<file path="src/rtl/key_event_scheduler.sv">
// Debounced key front end: per-lane sync + debounce, press-to-event conversion,
// and round-robin serialization of pending presses onto one valid/ready stream.
module key_event_scheduler #(
    parameter int unsigned N_LANES         = 4,
    parameter int unsigned DEBOUNCE_CYCLES = 4
) (
    input  logic                       clk,
    input  logic                       reset,
    input  logic [N_LANES-1:0]         key_n,
    output logic                       evt_valid,
    input  logic                       evt_ready,
    output logic [$clog2(N_LANES)-1:0] evt_lane,
    output logic                       overrun,
    input  logic                       overrun_clr
);

    localparam int unsigned LANE_W = $clog2(N_LANES);
    localparam int unsigned CNT_W  = (DEBOUNCE_CYCLES > 1) ? $clog2(DEBOUNCE_CYCLES) : 1;
    localparam int unsigned SCAN_W = LANE_W + 1;
    localparam logic [CNT_W-1:0]  CNT_MAX  = CNT_W'(DEBOUNCE_CYCLES - 1);
    localparam logic [LANE_W-1:0] LAST_LANE = LANE_W'(N_LANES - 1);
    localparam logic [SCAN_W-1:0] SCAN_N    = SCAN_W'(N_LANES);

    logic [N_LANES-1:0] sync_ff1;
    logic [N_LANES-1:0] sync_ff2;
    logic [N_LANES-1:0] stable;
    logic [CNT_W-1:0]   deb_cnt [N_LANES];

    logic [N_LANES-1:0] level_diff_c;
    logic [N_LANES-1:0] accept_c;
    logic [N_LANES-1:0] press_c;

    logic [N_LANES-1:0] pending;
    logic [LANE_W-1:0]  ptr;

    logic               slot_free_c;
    logic               found_c;
    logic [LANE_W-1:0]  pick_c;
    logic [SCAN_W-1:0]  scan_idx_c;
    logic [N_LANES-1:0] grant_vec_c;
    logic [N_LANES-1:0] pending_next_c;
    logic               overrun_set_c;

    // Two-flop synchronizer on the inverted (active-high) key level.
    always_ff @(posedge clk) begin
        if (reset) begin
            sync_ff1 <= '0;
            sync_ff2 <= '0;
        end else begin
            sync_ff1 <= ~key_n;
            sync_ff2 <= sync_ff1;
        end
    end

    // A level change is accepted once it has differed from stable for DEBOUNCE_CYCLES samples.
    always_comb begin
        level_diff_c = '0;
        accept_c     = '0;
        press_c      = '0;
        for (int i = 0; i < int'(N_LANES); i++) begin
            level_diff_c[i] = sync_ff2[i] ^ stable[i];
            accept_c[i]     = level_diff_c[i] && (deb_cnt[i] == CNT_MAX);
            press_c[i]      = accept_c[i] && sync_ff2[i];
        end
    end

    always_ff @(posedge clk) begin
        if (reset) begin
            stable <= '0;
            for (int i = 0; i < int'(N_LANES); i++) begin
                deb_cnt[i] <= '0;
            end
        end else begin
            for (int i = 0; i < int'(N_LANES); i++) begin
                if (!level_diff_c[i]) begin
                    deb_cnt[i] <= '0;
                end else if (accept_c[i]) begin
                    stable[i]  <= sync_ff2[i];
                    deb_cnt[i] <= '0;
                end else begin
                    deb_cnt[i] <= deb_cnt[i] + CNT_W'(1);
                end
            end
        end
    end

    // Round-robin pick: first pending lane at or after ptr, wrapping modulo N_LANES.
    always_comb begin
        found_c    = 1'b0;
        pick_c     = '0;
        scan_idx_c = '0;
        for (int off = 0; off < int'(N_LANES); off++) begin
            scan_idx_c = {1'b0, ptr} + SCAN_W'(off);
            if (scan_idx_c >= SCAN_N) begin
                scan_idx_c = scan_idx_c - SCAN_N;
            end
            if (!found_c && pending[scan_idx_c[LANE_W-1:0]]) begin
                found_c = 1'b1;
                pick_c  = scan_idx_c[LANE_W-1:0];
            end
        end
    end

    always_comb begin
        slot_free_c = !evt_valid || evt_ready;
        grant_vec_c = '0;
        if (slot_free_c && found_c) begin
            grant_vec_c[pick_c] = 1'b1;
        end
        // A granted lane re-pressed in the same cycle keeps its bit without flagging loss.
        pending_next_c = (pending & ~grant_vec_c) | press_c;
        overrun_set_c  = |(press_c & pending & ~grant_vec_c);
    end

    always_ff @(posedge clk) begin
        if (reset) begin
            pending   <= '0;
            ptr       <= '0;
            evt_valid <= 1'b0;
            evt_lane  <= '0;
            overrun   <= 1'b0;
        end else begin
            pending <= pending_next_c;
            if (slot_free_c) begin
                if (found_c) begin
                    evt_valid <= 1'b1;
                    evt_lane  <= pick_c;
                    ptr       <= (pick_c == LAST_LANE) ? '0 : pick_c + LANE_W'(1);
                end else begin
                    evt_valid <= 1'b0;
                end
            end
            if (overrun_set_c) begin
                overrun <= 1'b1;
            end else if (overrun_clr) begin
                overrun <= 1'b0;
            end
        end
    end

endmodule

</file>
<file path="config.mk">
export PLATFORM = sky130hd
export DESIGN_NAME = key_event_scheduler
export DESIGN_NICKNAME = d
export VERILOG_FILES = /design/src/rtl/key_event_scheduler.sv
export SDC_FILE = /design/constraint.sdc
export NUM_CORES = 1
export LEC_CHECK = 0
export CORE_MARGIN = 2
export CORE_UTILIZATION = 25
export CTS_CLUSTER_DIAMETER = 80
export CTS_CLUSTER_SIZE = 16
export DETAILED_ROUTE_END_ITERATION = 10
export PLACE_DENSITY = 0.45
export SKIP_CTS_REPAIR_TIMING = 1
export SLEW_MARGIN = 20
export SYNTH_ARGS = -nofsm -noshare
export SYNTH_HDL_FRONTEND = slang
export SYNTH_SLANG_ARGS = --single-unit
export TNS_END_PERCENT = 1
</file>
<file path="constraint.sdc">
create_clock -name clk -period 2 [get_ports clk]
set_input_delay 0.4 -clock clk [delete_from_list [all_inputs] [get_ports clk]]
set_output_delay 0.4 -clock clk [all_outputs]
set_load 0.02 [all_outputs]
</file>
==> results.md <==
* Status: finished, final reports clean
* Area delta synth->final at 23.1%
* Final period util at 90.9%
* Antenna viol nets, final at 0
* Worst VDD drop at 0.470 mV
* Placed insts at 220
* Total chip power at 1.17 mW
* Capturing element type of the critical path: flop
* Final Setup Violations at 0
* Mean post-synth cell area at 9.89 µm²
* Root Buffer: clkbuf_8
* Hpwl dp at 1660 µm
* Initial drt markers at 37
* Max Cap Viol at 0
* Htree depth at 2
* Most frequent cells in the layout: dfxtp_1 (22), nor2_1 (21), nand2_1 (11), clkdlybuf4s50_1 (11), a21oi_1 (10)
* Power Dens Cells at 720 nW/µm²
* Warnings, synthesis at 0
* Vias at 934
* CTS buffer count at 5
* Insertion delay to the later sink of the worst-skew pair at 280 ps
* Worst hold slack at 441 ps
* Fin. Hold Viols at 0
* Final cell count without fillers at 227
* Filler cells at 543
* Share of layout cells above drive strength 1 at 7.64%
* GRT overflow at 0
* WL/cell at 9.81 µm
* Post-Syn Area at 1320 µm²
* Gr usage total at 8.43%
* TritonCTS clock tree: done
* Nets at 173
* Crit Path Category: flop to flop
* Vias/cell at 4.11
* Post-route DRC at 0
* Clk sink count at 30
* Worst EP required at 2160 ps
* Port Buffers at 11
* Final core utilization at 31.7%
* Setup TNS at 0 ps
* N_diodes at 0
* Layout Skew at 3.46 ps
* Hold crit path type: flop to flop
* Initial Utilization at 25.7%
* Die Ht at 76.5 µm
* Distinct cells, synth at 28
* Die area at 5860 µm²
* Post-layout min period at 1820 ps
* Seq cells post-synth at 30
* F_max at 550 MHz
* Io pins at 12
* P_leak at 0.631 nW
* Placer Congestion at 0.765
* RSZ-0062 raised after global routing: false
* First-pass GRT wire length at 3830 µm
* Total routed wirelength at 2230 µm
* Synthesized instance count at 133
* Max Slew Vio Count at 0
* Largest net degree at the start of global routing at 14
* Total iterations of the first detailed-routing run at 4
* Commonest non-fill, non-tap cell in the layout: dfxtp_1
* Vias in the first global route at 845
* CP Max Fanout at 7
* Clk slew on worst S/H paths at 60 ps
* Die Width at 76.5 µm
* Clock tree buffer depth at 2
* Row count at 26
* Core Area at 5110 µm²
* Worst setup SP type: flop
* Antenna violations before repair at 0
* Arrival time at the worst endpoint at 1980 ps
* Seq/Total Area, Yosys at 51.8%
==> stage by stage <==
stage	setup WS [ps]	area (µm²)
3_5_place_dp	202	1540
5_1_grt	4.12	1620
3_3_place_gp	199	1540
2_1_floorplan	332	1340
4_1_cts	179	1620
6_report	183	1620
==> sequential cells by signal (all words and copies together), names as in the netlist <==
| register | count |
|---|---|
| evt_valid | 1 |
| evt_lane | 2 |
| sync_ff1 | 4 |
| stable | 4 |
| sync_ff2 | 4 |
| deb_cnt | 8 |
| overrun | 1 |
| ptr | 2 |
| pending | 4 |
==> worst max-delay path, cell delays in order (launching register included) <==
cell	delay, ps
dfxtp_1	480
nor2b_1	180
a311oi_1	60
or2_2	350
inv_1	80
ha_1	140
nand2_1	60
a311oi_1	260
a21oi_1	90
==> area by class of cell <==
cell class	instances	area, µm²	area share (%)
Clock buffer	6	72.6	4.48
Multi-Input combinational cell	98	616	38.0
Tap cell	70	87.6	5.41
Clock inverter	1	3.75	0.232
Sequential cell	30	681	42.0
Timing Repair Buffer	13	125	7.73
Inverter	9	33.8	2.09
==> synthesized netlist by cell type, drive strengths merged <==
library cell | count | area [µm²]
dfxtp | 22 | 440
nor2 | 21 | 78.8
nand2 | 11 | 41.3
a21oi | 10 | 50.1
inv | 9 | 33.8
edfxtp | 8 | 240
ha | 8 | 100
nor2b | 8 | 50.1
or3 | 4 | 25.0
xnor2 | 4 | 35.0
a211oi | 3 | 27.5
clkbuf | 3 | 11.3
mux2i | 3 | 30.0
nand2b | 3 | 18.8
a311oi | 2 | 17.5
nand3b | 2 | 15.0
o21ai | 2 | 10.0
or2 | 2 | 15.0
a21o | 1 | 7.51
a32oi | 1 | 8.76
conb | 1 | 3.75
nor3b | 1 | 7.51
nor4 | 1 | 21.3
o221a | 1 | 11.3
o31ai | 1 | 7.51
or2b | 1 | 7.51
==> logic make-up after synthesis <==
logic type	Yosys count	share of synthesized area, %
buffers and inverters	12	3.43
adder cells (fa/ha/maj)	8	7.61
other	1	0.285
flip-flops	30	51.8
multiplexers	3	2.28
AND/OR/NAND/NOR	54	21.3
XOR/XNOR	4	2.66
AO/OA/AOI/OAI	21	10.7
==> final timing paths <==
check	start	slack, ps	cells after the start	end
hold reg to reg	sync_ff1[2]	440	1	sync_ff2[2]
setup reg to reg	pending[2]	180	8	overrun
setup / recovery	pending[2]	180	8	overrun
hold / removal	sync_ff1[2]	440	1	sync_ff2[2]
==> power breakdown <==
part	switching, mW	total [mW]	internal, mW	leakage (nW)
combinational	0.0355	0.0718	0.0362	0.330
sequential	0.00984	0.652	0.642	0.262
clock	0.209	0.443	0.234	0.0387
total	0.254	1.17	0.912	0.631
==> routing by layer <==
layer	up-vias	routed length, µm	GRT usage (%)	part of all wire, %
met1	424	1120	10.6	50
met5	-	0	0	0
li1	489	-	-	-
met2	17	945	11.6	42
met3	4	115	4.38	5.2
met4	0	45	4.36	2.0
No activity file was read; power rests on OpenSTA's default activity.
